File: config.mk
export PLATFORM = sky130hd
export DESIGN_NAME = ant_swarm_scheduler_flat
export DESIGN_NICKNAME = d
export VERILOG_FILES = /design/src/rtl/ant_sched_pkg.sv /design/src/rtl/ant_swarm_scheduler_if.sv /design/src/rtl/ant_render_match.sv /design/src/rtl/ant_swarm_scheduler.sv /design/src/flat_wrapper.sv
export SDC_FILE = /design/constraint.sdc
export NUM_CORES = 1
export LEC_CHECK = 0
export ABC_AREA = 1
export CORE_MARGIN = 2
export CORE_UTILIZATION = 30
export DETAILED_ROUTE_END_ITERATION = 7
export PLACE_DENSITY = 0.72
export SYNTH_ARGS = -nofsm -noshare
export SYNTH_HDL_FRONTEND = slang
export SYNTH_SLANG_ARGS = --single-unit
File: constraint.sdc
create_clock -name Clk -period 2 [get_ports Clk]
set_input_delay 0.5 -clock Clk [delete_from_list [all_inputs] [get_ports Clk]]
set_output_delay 0.5 -clock Clk [all_outputs]
set_load 0.02 [all_outputs]
File: src/rtl/ant_sched_pkg.sv
// Shared types and constants for the ant swarm scheduler.
package ant_sched_pkg;

    // Arena geometry and ant config word width used as default parameters
    localparam int X_bits   = 8;
    localparam int Y_bits   = 7;
    localparam int ANT_bits = 34;

    // Width of the completed-sweep counter
    localparam int STEP_BITS = 16;

    // Sequencer states; encoding is visible on the debug state port
    typedef enum logic [1:0] {
        IDLE  = 2'd0,
        LOAD  = 2'd1,
        SWEEP = 2'd2,
        DONE  = 2'd3
    } sched_state_t;

endpackage

File: src/rtl/ant_swarm_scheduler_if.sv
// Config-word handshake between a host loader and the scheduler.
interface ant_swarm_scheduler_if #(
    parameter int ID_BITS  = 3,
    parameter int ANT_BITS = 34
);
    logic                cfg_valid;
    logic                cfg_ready;
    logic [ID_BITS-1:0]  cfg_id;
    logic [ANT_BITS-1:0] cfg_data;
    logic                cfg_err;

    modport master (
        output cfg_valid, cfg_id, cfg_data,
        input  cfg_ready, cfg_err
    );

    modport slave (
        input  cfg_valid, cfg_id, cfg_data,
        output cfg_ready, cfg_err
    );
endinterface

File: src/rtl/ant_render_match.sv
// Finds whether any ant sits on the render pixel and which lowest-index ant it is.
module ant_render_match #(
    parameter int ANT_NUM = 8,
    parameter int X_BITS  = 8,
    parameter int Y_BITS  = 7,
    parameter int ID_BITS = $clog2(ANT_NUM)
) (
    input  logic [ANT_NUM*X_BITS-1:0] i_ant_x,
    input  logic [ANT_NUM*Y_BITS-1:0] i_ant_y,
    input  logic [X_BITS-1:0]         i_render_x,
    input  logic [Y_BITS-1:0]         i_render_y,
    output logic                      o_hit,
    output logic [ID_BITS-1:0]        o_id
);

    // Position compare per ant; first match in index order wins
    always_comb begin
        o_hit = 1'b0;
        o_id  = '0;
        for (int unsigned i = 0; i < ANT_NUM; i++) begin
            if (!o_hit &&
                i_ant_x[i*X_BITS +: X_BITS] == i_render_x &&
                i_ant_y[i*Y_BITS +: Y_BITS] == i_render_y) begin
                o_hit = 1'b1;
                o_id  = ID_BITS'(i);
            end
        end
    end

endmodule

File: src/rtl/ant_swarm_scheduler.sv
// Multi-ant sequencer: config load, timed/manual move sweeps, render pixel lookup.
module ant_swarm_scheduler
    import ant_sched_pkg::*;
#(
    parameter int ANT_NUM  = 8,
    parameter int X_BITS   = X_bits,
    parameter int Y_BITS   = Y_bits,
    parameter int ANT_BITS = ANT_bits,
    parameter int STEP_DIV = 50000,
    parameter int ID_BITS  = $clog2(ANT_NUM)
) (
    input  logic                       Clk,
    input  logic                       Reset,
    input  logic                       setup_mode,
    ant_swarm_scheduler_if.slave       cfg,
    output logic [ANT_NUM-1:0]         ant_set,
    output logic [ANT_BITS-1:0]        ant_d_in,
    input  logic                       run_en,
    input  logic                       step_req,
    input  logic [ANT_NUM-1:0]         ant_busy,
    output logic [ANT_NUM-1:0]         move_now,
    output logic                       write_flag,
    output logic                       new_loc_clk,
    input  logic [ANT_NUM*X_BITS-1:0]  ant_x,
    input  logic [ANT_NUM*Y_BITS-1:0]  ant_y,
    input  logic [X_BITS-1:0]          render_x,
    input  logic [Y_BITS-1:0]          render_y,
    output logic                       render_ant,
    output logic [ID_BITS-1:0]         render_id,
    output logic [STEP_BITS-1:0]       step_count,
    output logic                       overrun,
    output logic [1:0]                 state
);

    localparam int                    DIV_BITS = $clog2(STEP_DIV);
    localparam logic [DIV_BITS-1:0]   DIV_LAST = DIV_BITS'(STEP_DIV - 1);
    localparam logic [ID_BITS-1:0]    IDX_LAST = ID_BITS'(ANT_NUM - 1);

    sched_state_t          r_state;
    logic [ID_BITS-1:0]    r_idx;
    logic [DIV_BITS-1:0]   r_div;
    logic                  r_tick;
    logic                  r_step_prev;
    logic                  r_write;
    logic                  r_new_loc;
    logic [STEP_BITS-1:0]  r_step_count;
    logic                  r_overrun;
    logic [ANT_NUM-1:0]    r_ant_set;
    logic [ANT_BITS-1:0]   r_d_in;
    logic                  r_cfg_err;
    logic                  r_render_ant;
    logic [ID_BITS-1:0]    r_render_id;

    logic                  w_manual;
    logic                  w_trig;
    logic                  w_ready;
    logic                  w_accept;
    logic                  w_id_ok;
    logic                  w_sweep_go;
    logic                  w_hit;
    logic [ID_BITS-1:0]    w_hit_id;

    assign w_manual   = step_req & ~r_step_prev;
    assign w_trig     = r_tick | w_manual;
    assign w_ready    = (r_state == LOAD) && setup_mode;
    assign w_accept   = cfg.cfg_valid && w_ready;
    assign w_id_ok    = 32'(cfg.cfg_id) < 32'(ANT_NUM);
    // Busy stalls must take effect in the same cycle, so the strobe is gated combinationally
    assign w_sweep_go = (r_state == SWEEP) && !setup_mode && (ant_busy == '0);

    assign cfg.cfg_ready = w_ready;
    assign cfg.cfg_err   = r_cfg_err;
    assign ant_set       = r_ant_set;
    assign ant_d_in      = r_d_in;
    assign move_now      = w_sweep_go ? (ANT_NUM'(1) << r_idx) : '0;
    assign write_flag    = r_write;
    assign new_loc_clk   = r_new_loc;
    assign step_count    = r_step_count;
    assign overrun       = r_overrun;
    assign state         = r_state;
    assign render_ant    = r_render_ant;
    assign render_id     = r_render_id;

    // Sequencer: step divider, trigger detection, load/sweep/done control
    always_ff @(posedge Clk) begin
        if (Reset) begin
            r_state      <= IDLE;
            r_idx        <= '0;
            r_div        <= '0;
            r_tick       <= 1'b0;
            r_step_prev  <= 1'b0;
            r_write      <= 1'b0;
            r_new_loc    <= 1'b0;
            r_step_count <= '0;
            r_overrun    <= 1'b0;
        end else begin
            r_step_prev <= step_req;
            r_tick      <= 1'b0;
            r_new_loc   <= 1'b0;
            if (r_state == IDLE && run_en) begin
                r_div <= (r_div == DIV_LAST) ? '0 : r_div + DIV_BITS'(1);
            end else begin
                r_div <= '0;
            end
            if (w_trig && r_state != IDLE) begin
                r_overrun <= 1'b1;
            end
            case (r_state)
                IDLE: begin
                    if (setup_mode) begin
                        r_state <= LOAD;
                    end else if (w_trig) begin
                        r_state <= SWEEP;
                        r_idx   <= '0;
                        r_write <= 1'b1;
                    end else begin
                        // Tick is registered so it only ever lands while still idle
                        r_tick <= run_en && (r_div == DIV_LAST);
                    end
                end
                LOAD: begin
                    if (!setup_mode) begin
                        r_state <= IDLE;
                    end
                end
                SWEEP: begin
                    if (setup_mode) begin
                        r_state <= LOAD;
                        r_write <= 1'b0;
                    end else if (w_sweep_go) begin
                        if (r_idx == IDX_LAST) begin
                            r_state      <= DONE;
                            r_write      <= 1'b0;
                            r_new_loc    <= 1'b1;
                            r_step_count <= r_step_count + STEP_BITS'(1);
                        end else begin
                            r_idx <= r_idx + ID_BITS'(1);
                        end
                    end
                end
                DONE: begin
                    r_state <= IDLE;
                end
                default: begin
                    r_state <= IDLE;
                end
            endcase
        end
    end

    // Config path: accepted word becomes a one-cycle one-hot SET strobe
    always_ff @(posedge Clk) begin
        if (Reset) begin
            r_ant_set <= '0;
            r_d_in    <= '0;
            r_cfg_err <= 1'b0;
        end else begin
            r_ant_set <= '0;
            if (w_accept) begin
                r_d_in <= cfg.cfg_data;
                if (w_id_ok) begin
                    r_ant_set <= ANT_NUM'(1) << cfg.cfg_id;
                end else begin
                    r_cfg_err <= 1'b1;
                end
            end
        end
    end

    ant_render_match #(
        .ANT_NUM (ANT_NUM),
        .X_BITS  (X_BITS),
        .Y_BITS  (Y_BITS),
        .ID_BITS (ID_BITS)
    ) u_render_match (
        .i_ant_x    (ant_x),
        .i_ant_y    (ant_y),
        .i_render_x (render_x),
        .i_render_y (render_y),
        .o_hit      (w_hit),
        .o_id       (w_hit_id)
    );

    // Render lookup register, independent of sequencer state
    always_ff @(posedge Clk) begin
        if (Reset) begin
            r_render_ant <= 1'b0;
            r_render_id  <= '0;
        end else begin
            r_render_ant <= w_hit;
            r_render_id  <= w_hit_id;
        end
    end

endmodule

File: src/flat_wrapper.sv
// flat-port wrapper written by rule: the top's interface ports become plain ports
module ant_swarm_scheduler_flat import ant_sched_pkg::*;
#(
    parameter int ANT_NUM  = 8,
    parameter int X_BITS   = X_bits,
    parameter int Y_BITS   = Y_bits,
    parameter int ANT_BITS = ANT_bits,
    parameter int STEP_DIV = 50000,
    parameter int ID_BITS  = $clog2(ANT_NUM)
)
  (Clk, Reset, setup_mode, ant_set, ant_d_in, run_en, step_req, ant_busy, move_now, write_flag, new_loc_clk, ant_x, ant_y, render_x, render_y, render_ant, render_id, step_count, overrun, state, cfg_cfg_valid, cfg_cfg_id, cfg_cfg_data, cfg_cfg_ready, cfg_cfg_err);
  ant_swarm_scheduler_if #(.ID_BITS(ID_BITS), .ANT_BITS(ANT_BITS)) cfg_i ();
  input  logic Clk;
  input  logic Reset;
  input  logic setup_mode;
  output logic [ANT_NUM-1:0] ant_set;
  output logic [ANT_BITS-1:0] ant_d_in;
  input  logic run_en;
  input  logic step_req;
  input  logic [ANT_NUM-1:0] ant_busy;
  output logic [ANT_NUM-1:0] move_now;
  output logic write_flag;
  output logic new_loc_clk;
  input  logic [ANT_NUM*X_BITS-1:0] ant_x;
  input  logic [ANT_NUM*Y_BITS-1:0] ant_y;
  input  logic [X_BITS-1:0] render_x;
  input  logic [Y_BITS-1:0] render_y;
  output logic render_ant;
  output logic [ID_BITS-1:0] render_id;
  output logic [STEP_BITS-1:0] step_count;
  output logic overrun;
  output logic [1:0] state;
  input wire logic [$bits(cfg_i.cfg_valid)-1:0] cfg_cfg_valid;
  input wire logic [$bits(cfg_i.cfg_id)-1:0] cfg_cfg_id;
  input wire logic [$bits(cfg_i.cfg_data)-1:0] cfg_cfg_data;
  output wire logic [$bits(cfg_i.cfg_ready)-1:0] cfg_cfg_ready;
  output wire logic [$bits(cfg_i.cfg_err)-1:0] cfg_cfg_err;
  assign cfg_i.cfg_valid = cfg_cfg_valid;
  assign cfg_i.cfg_id = cfg_cfg_id;
  assign cfg_i.cfg_data = cfg_cfg_data;
  assign cfg_cfg_ready = cfg_i.cfg_ready;
  assign cfg_cfg_err = cfg_i.cfg_err;
  ant_swarm_scheduler #(.ANT_NUM(ANT_NUM), .X_BITS(X_BITS), .Y_BITS(Y_BITS), .ANT_BITS(ANT_BITS), .STEP_DIV(STEP_DIV), .ID_BITS(ID_BITS)) u_core (.Clk(Clk), .Reset(Reset), .setup_mode(setup_mode), .cfg(cfg_i), .ant_set(ant_set), .ant_d_in(ant_d_in), .run_en(run_en), .step_req(step_req), .ant_busy(ant_busy), .move_now(move_now), .write_flag(write_flag), .new_loc_clk(new_loc_clk), .ant_x(ant_x), .ant_y(ant_y), .render_x(render_x), .render_y(render_y), .render_ant(render_ant), .render_id(render_id), .step_count(step_count), .overrun(overrun), .state(state));
endmodule
==> summary.txt <==
Hold Path Class = reg -> reg
worst ir drop on vdd = 0.5025 mV
Vias/cell = 4.421
post-synthesis sequential area ratio = 31.78%
Fin Clk Skew = 0.004771 ns
Die Span Y = 139.9 um
Sw Ratio = 25.27%
placed cells = 1365
I/O Buffers = 261
CP Capture Type = output port
FF+latch count, synth = 88
reg2reg path depth = 9
Static Leak = 0.004061 uW
warnings from Yosys = 0
CP cell instances = clkdlybuf4s50_1
later-pin clock latency in the skew report = 0.34 ns
initial antenna violation count = 0
clock root buffer master = clkbuf_16
largest net degree at the start of global routing = 52
Final GP Congestion = 0.8578
main flop type after synthesis = dfxtp_1
Post-Synthesis Cells = 853
Post-synth EDFFs = 0
Tcrit/Tclk final = 96.81%
Initial Utilization = 30.75%
DRC violations left = 0
Synth cell types = 38
share of cells above drive strength 1 = 11.23%
Hold Path Depth = 1
die width = 139.9 um
setup violators final = 0
hold endpoint = u_core.r_div[0]
die area = 19580 sq um
WP data arrival = 1.44 ns
Finished Cell Area = 9135 sq um
CTS sink cnt = 88
most numerous cell in the Yosys netlist = nand2_1
min cycle time layout = 1.936 ns
async set or reset register ratio after synthesis = 0%
IO Pins = 263
Routed WL = 17940 um
Critical Path Start Type = register
Worst-path clk slew = 0.06 ns
status = completed
Ant. Diodes = 0
Num CTS Buffers = 9
WP data required = 1.50 ns
final non-filler cell total = 1387
post-DR wirelength/cell = 12.93 um
vias post-DR = 6132
DR pass1 iterations = 5
Worst Tran Pin Value = 0.5719 ns
CTS max path bufs = 2
Syn Area/Cell = 6.498 sq um
Post-DRT Antenna Nets = 0
Clk pwr share = 38.5%
GRT Overall Usage = 17.87%
Internal Power = 3501 uW
Flop pwr share = 38.4%
synth top area cells = dfxtp_1 32%, nand2_1 19%, xnor2_1 8.5%
final hold slack = 0.4588 ns
CP top delay family = buffers and inverters
Worst slew margin = 61.87%
CP Max Fanout = 6
Net count, final = 1347
DRC marker count from the first detailed-route iteration = 292
std cell rows = 49
net switching power = 1183 uW
first-pass GRT wire length = 28140 um
net count after synthesis = 1047
min-delay src = u_core.r_div[0]
CP max-delay cell = clkdlybuf4s50_1
post-synth top area share = 31.78%
CP Class = reg -> out
H-tree depth = 3
commonest cells in the netlist = 281 x nand2_1, 104 x inv_1, 91 x nor2_1, 88 x dfxtp_1, 55 x a21oi_1
GR Overflow Total = 0
CTS tree = built
worst r2r src = u_core.r_div[0]
final max-slew violation count = 0
Logic pwr share = 23.1%
Reg-to-Reg End = u_core.r_div[12]
hpwl dp = 14820 um
pwr dens = 512.7 nW/um^2
Fill cells = 1778
slowest stage delay, CP = 0.68 ns
Core ar. = 18020 sq um
reg2reg setup slack = 0.19 ns
Synth Cell Area = 5543 sq um
Area growth syn-to-layout = 64.81%
number of global-route vias before repair = 5748
largest area contributor in the netlist = dfxtp_1
CP Depth = 1
cell area after placement = 8677 sq um
Util after Layout = 50.68%
buffer and inverter count on the worst path = 1
final hold vios = 0
max frequency = 516.5 MHz
Max-Cap Viols = 0
hold_buf cts = 0
## repair_timing
item                                    4_1_cts  5_1_grt
pin swaps                                    10       19
endpoints found under the setup margin       11       10
gates resized for setup                      71       43
setup buffers                                 1        5
## cell type report
cell class / instances / area [sq um] / share of cell area, %
Multi-Input combinational cell: 630 / 3287 / 35.98
Timing Repair Buffer: 319 / 3079 / 33.71
Sequential cell: 88 / 1764 / 19.31
Inverter: 105 / 396.6 / 4.342
Tap cell: 229 / 286.5 / 3.137
Clock buffer: 10 / 229.0 / 2.507
Clock inverter: 6 / 92.59 / 1.014
## kinds of logic (layout without fill, tap and decap cells)
logic type,count (synthesis),in the layout,share of synthesized area (%)
flip-flops,88,88,31.78
buffers and inverters,135,440,10.50
AND/OR/NAND/NOR,464,464,35.67
AO/OA/AOI/OAI,79,79,7.856
adder cells (fa/ha/maj),8,8,1.806
XOR/XNOR,78,78,12.32
other,1,1,0.06766
## routing by layer
| metal | share of wire [%] | up-vias | global-route usage, % |
|---|---|---|---|
| met5 | 0 | - | 0 |
| met4 | 3.3 | 0 | 7.158 |
| met1 | 42 | 2672 | 20.95 |
| li1 | - | 3242 | - |
| met2 | 49 | 186 | 31.25 |
| met3 | 6.2 | 32 | 4.444 |
## through the flow
stage	setup TNS (ns)	power (uW)	worst slack (ns)
finish	0	4684	0.06384
global route	-0.01019	4911	-0.01019
CTS	0	4724	0.0007222
detailed placement	-13.09	2915	-0.6492
global placement	-10.24	2899	-0.5999
floorplan	0	2310	0.1218
## worst reg2reg max path, stage by stage, from the launching register on
cell	delay [ns]
dfxtp_1	0.37
ha_1	0.18
nand2_1	0.09
nor2_1	0.17
nand3_1	0.15
nor2_2	0.18
nand2_1	0.13
nor3_1	0.24
nor2_1	0.07
nor3_1	0.16
## power by group through the flow
stage	Sequential, uW	Combinational (uW)	Clock, uW
after CTS	1800	1070	1850
final	1800	1080	1800
after global placement	1840	1060	0
after floorplan	1870	435	0
after detailed placement	1840	1080	0
after global routing	1800	1180	1920
## registers in the layout (all words and copies together), names as in the netlist, 2 cells and up
register,cells
u_core.render_id,3
u_core.ant_d_in,34
u_core.ant_set,8
u_core.state,2
u_core.r_div,16
u_core.step_count,16
u_core.r_idx,3
## layout by cell type (no fill, tap or decap), types with 7 or more instances in the layout
master and n:
xor2_1 22, dfxtp_1 86, nand2_1 277, nor3_2 7
buf_4 56, ha_1 8, o21ai_0 10, nor2_2 12
nand3_1 21, dlymetal6s2s_1 15, nor3_1 23, nand4_1 16
buf_2 8, a21oi_1 55, clkdlybuf4s50_1 224, clkbuf_16 9
xnor2_1 54, nor2_1 80, inv_1 100
## worst max-delay path by stage
stage / start / to / slack, ns
finish: u_core.step_count[13] / step_count[13] / 0.06
global route: ant_x[0] / u_core.render_id[0] / -0.01
CTS: ant_busy[5] / move_now[2] / 0.0007
detailed placement: ant_busy[3] / move_now[1] / -0.65
global placement: ant_busy[7] / move_now[0] / -0.60
floorplan: ant_busy[7] / move_now[0] / 0.12
No activity file was read; power rests on OpenSTA's default activity.
